[config.mk]
export PLATFORM = sky130hd
export DESIGN_NAME = alu_mul_seq
export DESIGN_NICKNAME = d
export VERILOG_FILES = /design/src/rtl/alu_mul_seq.sv
export SDC_FILE = /design/constraint.sdc
export NUM_CORES = 1
export LEC_CHECK = 0
export CAP_MARGIN = 20
export CORE_ASPECT_RATIO = 0.7
export CORE_MARGIN = 2
export CORE_UTILIZATION = 48
export DETAILED_ROUTE_END_ITERATION = 10
export PLACE_DENSITY = 0.78
export SKIP_CTS_REPAIR_TIMING = 1
export SLEW_MARGIN = 20
export SYNTH_ARGS = -nofsm -noshare
export SYNTH_HDL_FRONTEND = slang
export SYNTH_SLANG_ARGS = --single-unit
[constraint.sdc]
create_clock -name clk -period 2.8 [get_ports clk]
set_clock_uncertainty 0.2 [all_clocks]
set_input_delay 0.42 -clock clk [delete_from_list [all_inputs] [get_ports clk]]
set_output_delay 0.42 -clock clk [all_outputs]
set_load 0.02 [all_outputs]
[src/rtl/alu_mul_seq.sv]
// Shift-and-add multiplier sequencer: produces the low 32 bits of op_a*op_b
// by steering the shared combinational ALU through alternating add/shift steps.
module alu_mul_seq #(
   parameter int ITER       = 32,
   parameter bit EARLY_EXIT = 1'b0
) (
   input  logic        clk,
   input  logic        rst_n,
   input  logic        start,
   input  logic [31:0] op_a,
   input  logic [31:0] op_b,
   output logic        busy,
   output logic        done,
   output logic [31:0] result,
   output logic [31:0] alu_a,
   output logic [31:0] alu_b,
   output logic [2:0]  alu_f,
   input  logic [31:0] alu_y
);

   localparam logic [2:0] F_ADD    = 3'b010;
   localparam logic [2:0] F_SHL    = 3'b100;
   localparam logic [5:0] CNT_LAST = 6'(ITER);

   typedef enum logic [1:0] {S_IDLE, S_ADD, S_SHL, S_DONE} state_t;

   state_t      state, state_nxt;
   logic [31:0] acc, mcand, mplier;
   logic [5:0]  cnt;
   logic        exit_now;

   // Terminate on the ADD visit once every multiplier bit has been consumed.
   assign exit_now = (cnt == CNT_LAST) || (EARLY_EXIT && (mplier == '0));

   always_ff @(posedge clk or negedge rst_n) begin
      if (!rst_n) state <= S_IDLE;
      else        state <= state_nxt;
   end

   always_comb begin
      state_nxt = state;
      busy      = 1'b0;
      done      = 1'b0;
      alu_a     = '0;
      alu_b     = '0;
      alu_f     = F_ADD;
      case (state)
         S_IDLE: if (start) state_nxt = S_ADD;
         S_ADD: begin
            busy      = 1'b1;
            alu_a     = acc;
            alu_b     = mcand;
            state_nxt = exit_now ? S_DONE : S_SHL;
         end
         S_SHL: begin
            busy      = 1'b1;
            alu_a     = mcand;
            alu_b     = 32'd1;
            alu_f     = F_SHL;
            state_nxt = S_ADD;
         end
         S_DONE: begin
            done      = 1'b1;
            state_nxt = start ? S_ADD : S_IDLE;
         end
         default: state_nxt = S_IDLE;
      endcase
   end

   // Operand capture is shared by IDLE and DONE so back-to-back starts need no idle cycle.
   always_ff @(posedge clk or negedge rst_n) begin
      if (!rst_n) begin
         acc    <= '0;
         mcand  <= '0;
         mplier <= '0;
         cnt    <= '0;
         result <= '0;
      end else begin
         case (state)
            S_IDLE, S_DONE: begin
               if (start) begin
                  acc    <= '0;
                  mcand  <= op_a;
                  mplier <= op_b;
                  cnt    <= '0;
               end
            end
            S_ADD: begin
               if (exit_now)       result <= acc;
               else if (mplier[0]) acc    <= alu_y;
            end
            S_SHL: begin
               mcand  <= alu_y;
               mplier <= mplier >> 1;
               cnt    <= cnt + 6'd1;
            end
            default: ;
         endcase
      end
   end

endmodule

==> qor.yml <==
status: "finished clean"
synth_area_leader_cell: "dfrtp_1"
period_needed_ns: 2.76
area_delta_synth_final_pct: 47.2
cts_max_path_buffers: 2
grt_start_max_net_pins: 70
syn_nets: 725
met1_length_mm: 8.26
diodes: 0
nets: 919
synth_ff_type: "dfrtp_1"
wirelength_mm: 18.9
fmax_mhz: 363
clkLatencyLatePin_ns: 0.41
drive_above_1_share_pct: 12.5
synth.top_cell.area_share_pct: 51.4
die_y_um: 102
cts_sinks: 136
slew_violations: 0
tightest_slew_ns: 0.706
dieArea_um2: 14800
initial_utilization_pct: 49.7
start_kind: "flip-flop"
setup_slack_ns: 0.0421
synth.area.top_cells: "dfrtp_1, mux2i_1, nand2_1, mux2_2, o21ai_0"
vias: 5376
min_period_over_period_pct: 98.5
critPathKind: "flip-flop to primary output"
core_um2: 13300
fin_setup_tns_ns: 0
first_global_vias: 5322
die_width_um: 144
drtIter0Drc: 240
grt_pass1_wl_mm: 27.6
io_buffers: 198
clkTransAtPathRegs_ns: 0.06
yosys.cell_types.count: 31
maxCapViolCount: 0
ctsRootBufferMaster: "clkbuf_16"
critPathCaptureType: "primary output"
relSlewSlack_pct: 52.8
drc_errors: 0
highest_layer: "met4"
setup_viol: 0
row_count: 35
h-tree-depth: 4
finalWeightedCongestion: 0.860
yosysMostFrequentCell: "dfrtp_1"
grt_usage_pct: 24.6
async_reset_ff_share_pct: 100
vias_per_cell: 5.32
met2_length_mm: 8.82
overflow: 0
syn_area_per_cell_um2: 10.7
placed_cells_incl_taps: 972
p_leak_uw: 0.00536
arrival_ns: 2.14
syn-cell-area_um2: 6620
required_ns: 2.18
dp_hpwl_mm: 12.5
cts_tree: "built"
hold_violations: 0
cts_buffers: 17
antenna_found_initial: 0
synth-seq-cells: 136
drtAntennaViolNets: 0
synth_common_cells: "dfrtp_1, nand2_1, mux2i_1"
powerDensity_nw_per_um2: 1180
hold_path.class: "flip-flop to flip-flop"
ir_worst_vdd_uv: 629
yosysWarnings: 0
final_cells: 1011
wl_met3_mm: 1.51
syn_inst: 619
drt_first_pass_iters: 4
crit_fanout: 14
synth_edf_count: 0
io_pins: 200
fillers: 936
synth_seq_area_share_pct: 51.4
place_ws_ns: 0.0507
wl_per_cell_um: 18.7
-- critical path, stage by stage (launching register included) --
cell and delay, ns:
dfrtp_1 0.43, buf_4 0.17, ha_2 0.22, and2_2 0.26
clkbuf_16 0.21, a22o_1 0.25, dlymetal6s2s_1 0.21
-- area by class of cell --
cell class	instances	area [µm²]	area share, %
clock inverters	14	174	1.79
multi-input cells	396	2860	29.3
inverters	38	143	1.46
flip-flops and latches	136	3400	34.9
repair buffers	224	2490	25.6
clock buffers	18	439	4.51
well taps	185	231	2.38
-- power breakdown --
group	total, µW	switching [µW]	leakage (µW)	internal, µW
Clock	2290	865	0.000288	1430
Combinational	5840	3220	0.00331	2620
Sequential	3400	590	0.00175	2810
Total	11500	4670	0.00536	6860
-- cell usage in the layout (no fill, tap or decap), types with 31 or more instances in the layout --
| master | n |
|---|---|
| inv_1 | 36 |
| nand2_1 | 102 |
| a22o_1 | 33 |
| and3_1 | 31 |
| mux2_2 | 32 |
| clkdlybuf4s50_1 | 133 |
| dfrtp_1 | 136 |
| dlymetal6s2s_1 | 62 |
| o21ai_0 | 69 |
| mux2i_1 | 96 |
-- layer usage --
layer | vias up | global-route usage, %
met4 | 0 | 7.32
li1 | 2520 | -
met2 | 218 | 41.2
met5 | - | 0
met1 | 2612 | 32.2
met3 | 26 | 5.76
-- logic make-up after synthesis --
group           Yosys count  synth area share, %
compound gates          112                 10.7
flops                   136                 51.4
simple gates            147                 10.3
buf+inv                  87                 6.07
fa+ha+maj                 7                 1.32
mux                     129                 20.1
other cells               1               0.0566
-- state kept, by name, indices dropped and copies added, names as in the netlist --
name    flops
result     32
mplier     32
cnt         6
state       2
mcand      32
acc        32
-- stage by stage --
step                      util [%]  total power, µW  instance area [µm²]  hold slack, ns
after floorplan                  -             6760                 6620         -0.0756
after global placement        66.2             8770                 8820           0.261
after detailed placement      66.2             9020                 8820           0.270
after CTS                     70.8            11300                 9430          -0.168
after global routing          73.2            12200                 9740           0.305
final                         73.2            11500                 9740           0.276
-- final timing paths --
check / start / end / slack [ns] / depth (start not counted)
worst max-delay path: state[0]$_DFFE_PN0P_ / alu_a[23] / 0.04 / 6
worst min-delay path: mplier[8]$_DFFE_PN0P_ / mplier[8]$_DFFE_PN0P_ / 0.28 / 2
worst max register to register: state[0]$_DFFE_PN0P_ / mplier[26]$_DFFE_PN0P_ / 0.31 / 7
worst min register to register: mplier[8]$_DFFE_PN0P_ / mplier[8]$_DFFE_PN0P_ / 0.28 / 2
max in group asynchronous: rst_n / mplier[29]$_DFFE_PN0P_ / 1.30 / 3
min in group asynchronous: rst_n / mcand[27]$_DFFE_PN0P_ / 0.38 / 2
No activity file was read; power rests on OpenSTA's default activity.
==> patch 1 (same flow settings) <==
The 4 states of `state_t` get a one-hot encoding in 4 bits.
--- a/src/rtl/alu_mul_seq.sv
+++ b/src/rtl/alu_mul_seq.sv
@@ -22,7 +22,7 @@
    localparam logic [2:0] F_SHL    = 3'b100;
    localparam logic [5:0] CNT_LAST = 6'(ITER);
 
-   typedef enum logic [1:0] {S_IDLE, S_ADD, S_SHL, S_DONE} state_t;
+   typedef enum logic [3:0] {S_IDLE = 4'b0001, S_ADD = 4'b0010, S_SHL = 4'b0100, S_DONE = 4'b1000} state_t;
 
    state_t      state, state_nxt;
    logic [31:0] acc, mcand, mplier;
Function: same outputs for any inputs over 10 cycles, from zero or initial values and one cycle with rst_n low; not proved beyond that.
==> patch 1 against the original RTL <==
- sequential cell count rose by 2
- setup slack got worse by 0.0012 ns
- synthesized area fell by 5.1%
- routed wire length fell by 4.0%
- die area fell by 4.9%
- final area fell by 4.1%
- critical path type unchanged
- critical endpoint is now alu_f[1]
Power is not compared: it rests on default switching activity, and its combinational part moved more than twofold at a synthesized area within 25%.
==> patch 1: results (changes against the original RTL) <==
outcome=finished, final reports clean; crit path from=state[3]; Post-route DRC=0 (unchanged); final layout net count=916 (-0.33%); vias per cell=5.60 (+5.4%); Hold Path Class=reg -> reg; top layer in use=met4; P_seq=3140 uW; sequential-to-total area share from yosys stat=55.0% (+3.6 points); met1 wire length=7.84 mm (-5.1%); Routed Antenna Nets=0 (unchanged); n_diodes=0 (unchanged); yosys warns=0 (unchanged); vias in the first global route=5393 (+1.3%); Pleak=0.00516 uW; Tot GR Track Use=25.7% (+1.1 points); Final HPWL DP=11.6 mm (-7.0%); FFs w/ async S/R, synth=100% (unchanged); post-synthesis net count=723 (-0.28%); met3 WL=1.58 mm (+4.8%); gpl congestion=0.886 (+3.1%); Synth Instances=622 (+0.48%); Tightest Pin Transition=0.597 ns (-0.109 ns); RR Startpoint=state[0]; proportion of layout cells with a drive suffix above 1=12.4% (-0.030 points); DR iter-0 viols=323 (+35%); Reg clk slew, reported paths=0.06 ns (about the same); Sw Share=34.4%; initial antenna violation count=0 (unchanged); top post-synthesis cells by area=dfrtp_1 55%, a22o_1 8.9%, nand2_1 7.9%, a31oi_1 6.3%, mux2_2 5.7%; WL/cell=18.4 um (-1.9%); first-pass GRT wire length=28.2 mm (+2.3%); Post-synth top cells=137 x dfrtp_1, 132 x nand2_1, 64 x a22o_1; worst-path fanout max=21 (+7); placed insts=951 (-2.2%); WL met2=8.32 mm (-5.6%); DRT Pass-1 Iters=5 (+1); Clock Tree Root=clkbuf_16; largest net degree at the start of global routing=87 (+24%); PortBufs=198 (unchanged); CTS Buf Count=17 (unchanged); Yosys cell types=36 (+16%); Sequential Power Share=39.8%; insertion delay to the later sink of the worst-skew pair=0.42 ns; final WL=18.2 mm (-4.0%); delay-heaviest family, CP=buffers and inverters; # fillers=877 (-6.3%); Post-synth EDFFs=0 (unchanged); CP max stage delay=0.55 ns (+0.12 ns); Worst path slowest cell=clkdlybuf4s50_1; fmax=362 MHz (about the same); min-delay src=cnt[5]
==> patch 1: cell types whose count changed after synthesis, moves of 30 or more <==
cell	before	now
inv_1	38	4
nor2_1	1	63
mux2i_1	97	1
a22o_1	33	64
and3_1	31	1
and2_1	3	33
a31oi_1	1	63
nand2_1	102	132
o21ai_0	69	3
==> patch 1: final timing paths <==
path | to | slack [ns] | cells after the start
max in group asynchronous | result[8] | 1.26 | 3
setup reg to reg | mcand[27] | 0.33 | 6
hold / removal | cnt[5] | 0.30 | 1
setup / recovery | alu_f[1] | 0.04 | 4
min in group asynchronous | result[25] | 0.40 | 2
hold reg to reg | cnt[5] | 0.30 | 1
==> patch 1: kinds of logic after synthesis <==
kind of cell / count (synthesis) / synth area share [%]
AOI/OAI and AO/OA: 138 / 16.5
xor gates and xnor gates: 3 / 0.418
adders and majority gates: 2 / 0.398
buffers and inverters: 59 / 4.24
DFF: 138 / 55.0
muxes: 33 / 5.89
other: 1 / 0.0597
and+or+nand+nor: 248 / 17.5
==> patch 1: per-layer routing <==
layer	track usage, %	vias to the layer above
met1	34.4	2668
met5	0	-
met2	39.6	280
met4	11.1	0
li1	-	2561
met3	7.17	39
==> patch 1: per-stage QoR <==
| step | cell area [sq um] | util, % | setup WS (ns) |
|---|---|---|---|
| detailed placement | 8500 | 67.5 | 0.0799 |
| CTS | 9100 | 72.3 | -0.334 |
| floorplan | 6280 | - | 0.470 |
| finish | 9340 | 74.2 | 0.0409 |
| global route | 9340 | 74.2 | -0.0165 |
| global placement | 8500 | 67.5 | 0.142 |
==> patch 1: final cells by class <==
class,instances,share of cell area (%)
flip-flops and latches,138,37.0
repair buffers,228,26.4
clock buffers,18,4.59
well taps,162,2.17
clock inverters,14,1.85
multi-input cells,425,27.8
inverters,5,0.201
==> patch 2 (same settings) <==
Made on the original files. The parameter `EARLY_EXIT` goes from 1'b0 to 1'b1.
--- a/src/rtl/alu_mul_seq.sv
+++ b/src/rtl/alu_mul_seq.sv
@@ -2,7 +2,7 @@
 // by steering the shared combinational ALU through alternating add/shift steps.
 module alu_mul_seq #(
    parameter int ITER       = 32,
-   parameter bit EARLY_EXIT = 1'b0
+   parameter bit EARLY_EXIT = 1'b1
 ) (
    input  logic        clk,
    input  logic        rst_n,
Check against the original RTL: not equivalent (Yosys sat finds a counterexample within 4 cycles, from zero or initial values and one cycle with rst_n low).
==> patch 2 against the original RTL <==
- synthesized area down 2.4%
- setup slack better by 0.043 ns
- routed wire length down 1.3%
- power down 6.4%
- cell count down 8.1%
- sequential cell count unchanged
- final area down 1.8%
- critical path type unchanged
- largest cell class unchanged
- largest power group unchanged
==> patch 2: results (changes against the original RTL) <==
outcome=finished, final reports clean; DR iter-0 viols=262 (+9.2%); min-delay src=mcand[29]; final layout net count=857 (-6.7%); top post-synthesis cells by area=dfrtp_1 53%, mux2i_1 9.9%, a22o_1 8.8%, mux2_4 6.7%, o21ai_0 5.1%; CP arrival=2.09 ns (-0.05 ns); n_diodes=0 (unchanged); gpl congestion=0.825 (-4.1%); M3 GR Usage=7.79% (+2.0 points); Tot GR Track Use=26.0% (+1.4 points); Final HPWL DP=12.0 mm (-4.0%); proportion of layout cells with a drive suffix above 1=11.8% (-0.67 points); post-synthesis net count=670 (-7.6%); CTS Buf Count=17 (unchanged); DRT Pass-1 Iters=5 (+1); sequential-to-total area share from yosys stat=52.7% (+1.3 points); Yosys cell types=33 (+6.5%); Post-synth top cells=136 x dfrtp_1, 67 x nand2_1, 66 x o21ai_0; placed insts=896 (-7.8%); WL/cell=20.1 um (+7.4%); first-pass GRT wire length=28.7 mm (+4.1%); Setup WS pre-CTS=0.112 ns (+0.0617 ns); insertion delay to the later sink of the worst-skew pair=0.41 ns (about the same); via count=5266 (-2.0%); largest net degree at the start of global routing=94 (+34%); worst-path fanout max=20 (+6); vias in the first global route=5375 (+1.0%); met1 Use GR=34.0% (+1.7 points); Clock Tree Root=clkbuf_16; grt met2 use=42.6% (+1.4 points); Max rail drop VDD=570 uV (-9.4%); Synth Instances=564 (-8.9%); crit path from=state[0]; Pleak=0.00535 uW (about the same); Tightest Pin Transition=0.997 ns (+0.291 ns); final WL=18.7 mm (-1.3%); dpl cell area=8650 sq um (-1.9%)
patch 2: changes by cell type after synthesis, sizes merged, moves of 3 or more:
| cell | before | now |
|---|---|---|
| a21oi | 4 | 1 |
| a22o | 33 | 65 |
| inv | 38 | 5 |
| mux2i | 97 | 64 |
| nand2 | 103 | 68 |
| nand3 | 1 | 4 |
| nand4 | 0 | 3 |
| nor2 | 1 | 7 |
| nor4 | 0 | 8 |
| xor2 | 0 | 3 |
patch 2: layout make-up:
| type | instances | area [sq um] |
|---|---|---|
| timing repair buffer | 216 | 2400 |
| inverter | 5 | 18.8 |
| multi-input combinational | 375 | 2850 |
| clock inverter | 11 | 218 |
| tap | 166 | 208 |
| sequential | 136 | 3400 |
| fill | 893 | 3570 |
| clock buffer | 20 | 467 |
patch 2: cell families (layout without fill, tap and decap cells):
family	count (synthesis)	in the layout	share of synthesized area, %
compound gates	137	137	14.7
buf+inv	53	252	3.81
fa+ha+maj	7	7	1.36
simple gates	129	129	9.53
mux	97	97	17.3
other cells	1	1	0.0580
xor+xnor	4	4	0.542
flops	136	136	52.7
patch 2: path summary, 6_finish.rpt:
kind                         endpoint  slack, ns  cells after the start
min                         mcand[29]       0.30                      2
min reg2reg                 mcand[29]       0.30                      2
min in group asynchronous   mcand[28]       0.33                      2
max                          alu_a[4]       0.09                      6
max in group asynchronous  result[23]       1.29                      3
max reg2reg                   acc[27]       0.29                      6
patch 2: metrics by stage:
| step | utilization (%) | hold slack, ns |
|---|---|---|
| after floorplan | - | -0.0756 |
| after global placement | 65.9 | 0.209 |
| after detailed placement | 65.9 | 0.216 |
| after CTS | 71.1 | -0.223 |
| after global routing | 72.8 | 0.332 |
| final | 72.8 | 0.301 |
patch 2: metal layers:
metal | share of wire [%] | up-vias
li1 | - | 2408
met1 | 43 | 2618
met2 | 47 | 220
met3 | 8.3 | 20
met4 | 1.3 | 0
met5 | 0 | -
patch 2: report_power, final:
group	switching, uW	total [uW]	leakage [uW]	internal (uW)
logic	2710	4850	0.00325	2150
clock network	828	2570	0.000329	1740
registers	630	3380	0.00177	2750
total	4160	10800	0.00535	6630
patch 2: worst max-delay path, stage by stage (launching register included):
cell            delay (ns)
dfrtp_1               0.39
buf_4                 0.15
ha_1                  0.24
and2_2                0.25
buf_12                0.16
a22o_1                0.27
dlymetal6s2s_1        0.21
